==> config.mk <==
export PLATFORM = sky130hd
export DESIGN_NAME = bus_pin_driver
export DESIGN_NICKNAME = d
export VERILOG_FILES = /design/src/rtl/bus_pin_driver.sv
export SDC_FILE = /design/constraint.sdc
export NUM_CORES = 1
export LEC_CHECK = 0
export BUFFER_PORTS_ARGS = -buffer_cell sky130_fd_sc_hd__buf_2
export CORE_ASPECT_RATIO = 0.8
export CORE_UTILIZATION = 55
export DETAILED_ROUTE_END_ITERATION = 10
export PLACE_DENSITY = 0.82
export SLEW_MARGIN = 5
export SYNTH_ARGS = -nofsm -noshare
export SYNTH_HDL_FRONTEND = slang
export SYNTH_SLANG_ARGS = --single-unit
==> constraint.sdc <==
create_clock -name clk -period 3.33 [get_ports clk]
set_clock_uncertainty 0.05 [all_clocks]
set_input_delay 0.4995 -clock clk [delete_from_list [all_inputs] [get_ports clk]]
set_output_delay 0.4995 -clock clk [all_outputs]
set_load 0.01 [all_outputs]
==> src/rtl/bus_pin_driver.sv <==
// rtl/bus_pin_driver.sv - sequences a latched word onto bus pins with setup/strobe/hold/turnaround timing
//
// Purpose: drives a parallel word onto external pins in four timed phases
//   (SETUP, STROBE, HOLD, TURN), each measured in `ena` ticks. Owns the
//   output enable so the bus is released during turnaround and idle.
//
// Optional feature macro: BUS_PIN_DRIVER_READBACK_EN
//   defined   - `din` is compared with the latched word on the tick that ends
//               STROBE; a mismatch sets the sticky `err` flag.
//   undefined - `din` is ignored and `err` is tied low.
//
// Ports:
//   clk       in   clock
//   reset_n   in   asynchronous active-low reset
//   ena       in   timing tick
//   req       in   transfer request (accepted only in IDLE, any cycle)
//   data      in   word to drive, captured on acceptance
//   din       in   filtered pin readback
//   ack       out  one-cycle pulse after acceptance
//   busy      out  transfer in progress
//   dout      out  pin data (all ones when not driving)
//   oe_n      out  active-low output enable
//   strobe_n  out  active-low bus strobe
//   err       out  sticky contention flag
module bus_pin_driver #(
   parameter int unsigned WIDTH = 8,
   parameter int unsigned SETUP = 2,
   parameter int unsigned PULSE = 2,
   parameter int unsigned HOLD  = 1,
   parameter int unsigned TURN  = 1
) (
   input  logic             clk,
   input  logic             reset_n,
   input  logic             ena,
   input  logic             req,
   input  logic [WIDTH-1:0] data,
   input  logic [WIDTH-1:0] din,
   output logic             ack,
   output logic             busy,
   output logic [WIDTH-1:0] dout,
   output logic             oe_n,
   output logic             strobe_n,
   output logic             err
);

   typedef enum logic [2:0] {
      S_IDLE   = 3'd0,
      S_SETUP  = 3'd1,
      S_STROBE = 3'd2,
      S_HOLD   = 3'd3,
      S_TURN   = 3'd4
   } state_t;

   localparam logic [3:0] SETUP_T = 4'(SETUP);
   localparam logic [3:0] PULSE_T = 4'(PULSE);
   localparam logic [3:0] HOLD_T  = 4'(HOLD);
   localparam logic [3:0] TURN_T  = 4'(TURN);

   state_t           state_q, state_d;
   logic [3:0]       cnt_q, cnt_d;
   logic [WIDTH-1:0] word_q, word_d;
   logic             accept;
   logic             strobe_end;

   logic             ack_q, ack_d;
   logic             busy_q, busy_d;
   logic [WIDTH-1:0] dout_q, dout_d;
   logic             oe_n_q, oe_n_d;
   logic             strobe_n_q, strobe_n_d;
   logic             err_q, err_d;

   // Tick count loaded when a state is entered.
   function automatic logic [3:0] state_ticks(input state_t s);
      case (s)
         S_SETUP:  state_ticks = SETUP_T;
         S_STROBE: state_ticks = PULSE_T;
         S_HOLD:   state_ticks = HOLD_T;
         S_TURN:   state_ticks = TURN_T;
         default:  state_ticks = 4'd0;
      endcase
   endfunction

   // Zero-length phases are skipped by choosing the first non-empty successor.
   function automatic state_t after_strobe();
      if (HOLD_T != 4'd0)      after_strobe = S_HOLD;
      else if (TURN_T != 4'd0) after_strobe = S_TURN;
      else                     after_strobe = S_IDLE;
   endfunction

   function automatic state_t after_hold();
      if (TURN_T != 4'd0) after_hold = S_TURN;
      else                after_hold = S_IDLE;
   endfunction

   // State register and registered outputs
   always_ff @(posedge clk or negedge reset_n) begin
      if (!reset_n) begin
         state_q    <= S_IDLE;
         cnt_q      <= 4'd0;
         word_q     <= '1;
         ack_q      <= 1'b0;
         busy_q     <= 1'b0;
         dout_q     <= '1;
         oe_n_q     <= 1'b1;
         strobe_n_q <= 1'b1;
         err_q      <= 1'b0;
      end else begin
         state_q    <= state_d;
         cnt_q      <= cnt_d;
         word_q     <= word_d;
         ack_q      <= ack_d;
         busy_q     <= busy_d;
         dout_q     <= dout_d;
         oe_n_q     <= oe_n_d;
         strobe_n_q <= strobe_n_d;
         err_q      <= err_d;
      end
   end

   // Next-state logic. A phase ends on the ena tick where the counter is at 1;
   // the entry edge itself is not a tick.
   always_comb begin
      state_d    = state_q;
      cnt_d      = cnt_q;
      accept     = 1'b0;
      strobe_end = 1'b0;
      case (state_q)
         S_IDLE: begin
            if (req) begin
               accept  = 1'b1;
               state_d = (SETUP_T != 4'd0) ? S_SETUP : S_STROBE;
            end
         end
         S_SETUP: begin
            if (ena) begin
               if (cnt_q <= 4'd1) state_d = S_STROBE;
               else               cnt_d   = cnt_q - 4'd1;
            end
         end
         S_STROBE: begin
            if (ena) begin
               if (cnt_q <= 4'd1) begin
                  strobe_end = 1'b1;
                  state_d    = after_strobe();
               end else begin
                  cnt_d = cnt_q - 4'd1;
               end
            end
         end
         S_HOLD: begin
            if (ena) begin
               if (cnt_q <= 4'd1) state_d = after_hold();
               else               cnt_d   = cnt_q - 4'd1;
            end
         end
         S_TURN: begin
            if (ena) begin
               if (cnt_q <= 4'd1) state_d = S_IDLE;
               else               cnt_d   = cnt_q - 4'd1;
            end
         end
         default: state_d = S_IDLE;
      endcase
      if (state_d != state_q) cnt_d = state_ticks(state_d);
   end

   // Output logic: outputs are decoded from the next state and registered, so
   // they change on the same edge the state does and are glitch-free.
   always_comb begin
      word_d     = accept ? data : word_q;
      ack_d      = accept;
      busy_d     = (state_d != S_IDLE);
      oe_n_d     = 1'b1;
      strobe_n_d = 1'b1;
      dout_d     = '1;
      case (state_d)
         S_SETUP, S_HOLD: begin
            oe_n_d = 1'b0;
            dout_d = word_d;
         end
         S_STROBE: begin
            oe_n_d     = 1'b0;
            strobe_n_d = 1'b0;
            dout_d     = word_d;
         end
         default: ;
      endcase
   end

`ifdef BUS_PIN_DRIVER_READBACK_EN
   always_comb begin
      err_d = err_q;
      if (accept)                           err_d = 1'b0;
      else if (strobe_end && din != word_q) err_d = 1'b1;
   end
`else
   logic din_unused;
   logic strobe_end_unused;
   assign din_unused        = ^din;
   assign strobe_end_unused = strobe_end;
   always_comb err_d = 1'b0;
`endif

   assign ack      = ack_q;
   assign busy     = busy_q;
   assign dout     = dout_q;
   assign oe_n     = oe_n_q;
   assign strobe_n = strobe_n_q;
   assign err      = err_q;

endmodule

==> impl.org <==
** Power and ir drop
- In this run the power density over the cells is 1020 mW/mm^2.
- Summed over all cells, the static leakage comes to 0.625 nW.
- Max IR drop VDD :: 0.000619 V

** Setup path
- Internal reg-to-reg setup slack :: 1.25 ns
- Highest fanout seen on the critical path :: 19
- Data on the critical path arrives at its endpoint at 2.26 ns.
- The worst setup path is of the reg -> reg kind.
- Worst Setup End Kind :: register
- Cell count of the worst reg-to-reg path :: 4
- Critical Path Start Type :: register
- Reg-to-reg critical path endpoint :: dout[7]
- At the worst endpoint, the required time is 3.52 ns.
- In this run the critical register-to-register path is launched from state_q[2].

** Timing
- Number of failing hold endpoints at the final stage :: 0
- Period utilisation layout :: 62.5%
- Count of pins over their slew limit :: 0
- After routing, the total negative slack on setup checks comes to 0 ns.
- Setup repair after global routing left no endpoint under its margin.
- Timing would allow up to 0.481 GHz.
- Worst rel slew slack :: 46.3%
- At the pin with the least slew margin, the transition time is 0.799 ns.
- In the post-route analysis, the smallest setup slack over all paths is 1.25 ns.
- Setup violations remaining at the end of the flow were counted as 0.
- Final critical-path required period :: 2.08 ns

** Final layout
- The finished layout holds 150 standard cells, fillers aside.
- The number of antenna diodes in the final layout is 0.
- Fill cells in the final layout number 184.
- Final-stage net count :: 148
- Area delta synth->final :: 8.61%
- Measured on the finished design, the core utilization comes to 63.8%.
- In the final layout, the share of cells above drive strength 1 is 46.4%.

** GRT
- Grt ovf :: 0
- Global routing used 18.9% of the available tracks across all layers.
- The first global-routing pass estimated 3.62 mm of wire.
- Entering global routing, the biggest net connects 28 pins.
- Via count of the first global-routing pass :: 793
- Initial antenna violation count :: 0

** Placement
- Once placement completed, the tool counted placed cells totaling 146.
- Setup Slack @ Placement :: 1.28 ns
- Routability-driven placement congestion ratio :: 0.845
- HPWL after detailed placement :: 1.51 mm
- In this run the tool buffered the top-level ports with 23 buffer cells.

** Logic synthesis
- Post-synth top area cell :: sky130_fd_sc_hd__dfstp_2
- Synthesis warning total :: 0
- Area share of and/or/nand/nor cells after synthesis :: 18.8%
- Async SR Flop Fraction :: 100%
- Counting every net in the synthesized netlist gives 127.
- Compound-gate portion of the synthesized area :: 5.97%
- Top cells by instance count after synthesis :: sky130_fd_sc_hd__dfstp_2, sky130_fd_sc_hd__nor2_1, sky130_fd_sc_hd__dfrtp_1
- Xor/xnor share of the synthesized area :: 2.05%
- Share of the synthesized area in the top cell type :: 37.0%
- The cell count after synthesis came out at 105.
- After synthesis, the largest family of logic cells by area is simple AND/OR/NAND/NOR gates.
- After synthesis the netlist holds a flip-flop and latch count of 27.
- Number of library cell types mapped by synthesis :: 35
- Mean post-synth cell area :: 12.2 um^2
- Area share of fa/ha/maj cells after synthesis :: 1.96%
- Combined area of all synthesized cells :: 0.00128 mm^2
- After synthesis, the cell types taking the most area are sky130_fd_sc_hd__dfstp_2, sky130_fd_sc_hd__dfrtp_1, sky130_fd_sc_hd__mux2_4.
- Counting flops with a built-in enable in the synthesized netlist gives 0.
- Register area share after synthesis :: 54.6%
- Among all flip-flop cells after synthesis, the most frequent one is sky130_fd_sc_hd__dfstp_2.
- Among all cell types in the netlist, the one instantiated most often is sky130_fd_sc_hd__dfstp_2.
- Multiplexer fraction of the synthesized cell area :: 9.98%

** Clock tree
- Post-CTS sizing :: 0
- After clock tree synthesis, the clock-pin slew on the worst setup and hold paths is 0.12 ns.
- Clock tree synthesis selected as its root buffer the cell sky130_fd_sc_hd__clkbuf_4.
- The number of setup buffers added after CTS is 0.
- Post-CTS Hold Buffers :: 0
- Clock sink total :: 27
- Clock tree synthesis inserted a total of 3 buffers.
- Clock Latency Late Sink :: 0.31 ns
- CTS built an H-tree with a depth of 1.
- The clock passes through at most 2 buffers.
- Clock tree from TritonCTS :: built

** Routing
- For this block, the initial DRC count from the detailed router was 17.
- Total number of vias :: 837
- Using the TritonRoute via totals, the vias-per-cell ratio works out to 5.58.
- For this run, design rule violations remaining after detail routing come to 0.
- Routed WL per cell :: 13.6 um
- The pre-antenna-repair detailed-routing pass consisted of 4 iterations.
- The count of nets left with antenna violations once routing finished came out at 0.
- Routed WL :: 2.04 mm

** Die
- In this run the horizontal extent of the chip is 55.9 um.
- After floorplanning, the core was divided into 15 placement rows.
- During I/O placement, the number of pins put on the boundary was 33.
- The die covers 0.00252 mm^2.
- The initial utilization of the core area, before any placement, comes to 58.7%.
- The core region is 0.00218 mm^2.
- Die Span Y :: 45.1 um

** Worst hold path
- Classification of the worst-slack hold path :: in -> async

** Run
- Across the run, the number of max-cap violations was 0.

** Run status
- Run status :: complete, no violations
==> cell families after synthesis <==
logic type,Yosys count
other,1
muxes,9
DFF,27
xor gates and xnor gates,3
adders and majority gates,2
AOI/OAI and AO/OA,12
buffers and inverters,12
and+or+nand+nor,39
==> cell usage in the layout, fill, tap and decap left out <==
master,count
sky130_fd_sc_hd__nand2b_1,2
sky130_fd_sc_hd__nor3b_1,1
sky130_fd_sc_hd__nor2_1,11
sky130_fd_sc_hd__and3_2,1
sky130_fd_sc_hd__nand3b_1,1
sky130_fd_sc_hd__and2_4,1
sky130_fd_sc_hd__dfrtp_1,9
sky130_fd_sc_hd__nor3_1,3
sky130_fd_sc_hd__nand4_1,2
sky130_fd_sc_hd__nor4_4,1
sky130_fd_sc_hd__o21ai_0,3
sky130_fd_sc_hd__nand2_1,4
sky130_fd_sc_hd__ha_1,2
sky130_fd_sc_hd__buf_2,23
sky130_fd_sc_hd__nor3_4,1
sky130_fd_sc_hd__a31oi_1,1
sky130_fd_sc_hd__mux2_4,7
sky130_fd_sc_hd__a32o_1,1
sky130_fd_sc_hd__nor4_1,1
sky130_fd_sc_hd__dfstp_2,18
sky130_fd_sc_hd__clkbuf_4,3
sky130_fd_sc_hd__or4_1,7
sky130_fd_sc_hd__xor2_1,3
sky130_fd_sc_hd__or2_1,1
sky130_fd_sc_hd__inv_1,4
sky130_fd_sc_hd__clkbuf_1,1
sky130_fd_sc_hd__nand3_1,2
sky130_fd_sc_hd__o21a_1,1
sky130_fd_sc_hd__conb_1,1
sky130_fd_sc_hd__o22ai_1,2
sky130_fd_sc_hd__a211oi_1,2
sky130_fd_sc_hd__mux2_2,2
sky130_fd_sc_hd__a21oi_1,2
sky130_fd_sc_hd__inv_2,1
==> registers in the layout, summed over array words and instances, names as in the netlist <==
signal	flops
dout	8
ack	1
word_q	8
oe_n	1
busy	1
strobe_n	1
state_q	3
cnt_q	4
==> metrics by stage <==
stage / total power [mW] / hold slack [ns] / area, um^2
2_1_floorplan: 1.17 / 0.154 / 1280
3_3_place_gp: 1.26 / 0.457 / 1360
3_5_place_dp: 1.29 / 0.467 / 1360
4_1_cts: 1.42 / 0.114 / 1390
5_1_grt: 1.52 / 0.142 / 1390
6_report: 1.41 / 0.105 / 1390
==> power breakdown <==
part,internal (mW),switching [mW],leakage [nW]
clock,0.0468,0.0824,0.0150
sequential,0.558,0.116,0.301
combinational,0.300,0.310,0.309
total,0.905,0.508,0.625
==> routing by layer <==
metal  GRT usage, %  share of wire [%]
met2           32.5                 48
met5              0                  0
met3           6.02                4.5
met1           25.0                 47
met4           1.95               0.49
==> worst max-delay path by stage <==
stage          endpoint  slack, ns        from
6_report        dout[7]       1.25  state_q[2]
3_5_place_dp    dout[3]       1.28  state_q[2]
4_1_cts         dout[3]       1.25  state_q[2]
5_1_grt         dout[3]       1.15  state_q[2]
2_1_floorplan   dout[0]       1.45    cnt_q[0]
3_3_place_gp    dout[1]       1.34  state_q[2]
==> critical path, stage by stage, from the launching register on <==
cell and delay [ns]:
sky130_fd_sc_hd__dfrtp_1 0.61, sky130_fd_sc_hd__nor3_4 0.32, sky130_fd_sc_hd__and2_4 0.29, sky130_fd_sc_hd__mux2_4 0.32, sky130_fd_sc_hd__or4_1 0.41
==> cell type report <==
type / count / area (um^2) / area share (%)
Sequential cell: 27 / 698 / 50.3
Timing Repair Buffer: 23 / 115 / 8.29
Multi-Input combinational cell: 66 / 499 / 35.9
Clock buffer: 4 / 26.3 / 1.89
Inverter: 5 / 18.8 / 1.35
Tap cell: 25 / 31.3 / 2.25
No activity file was read; power rests on OpenSTA's default activity.
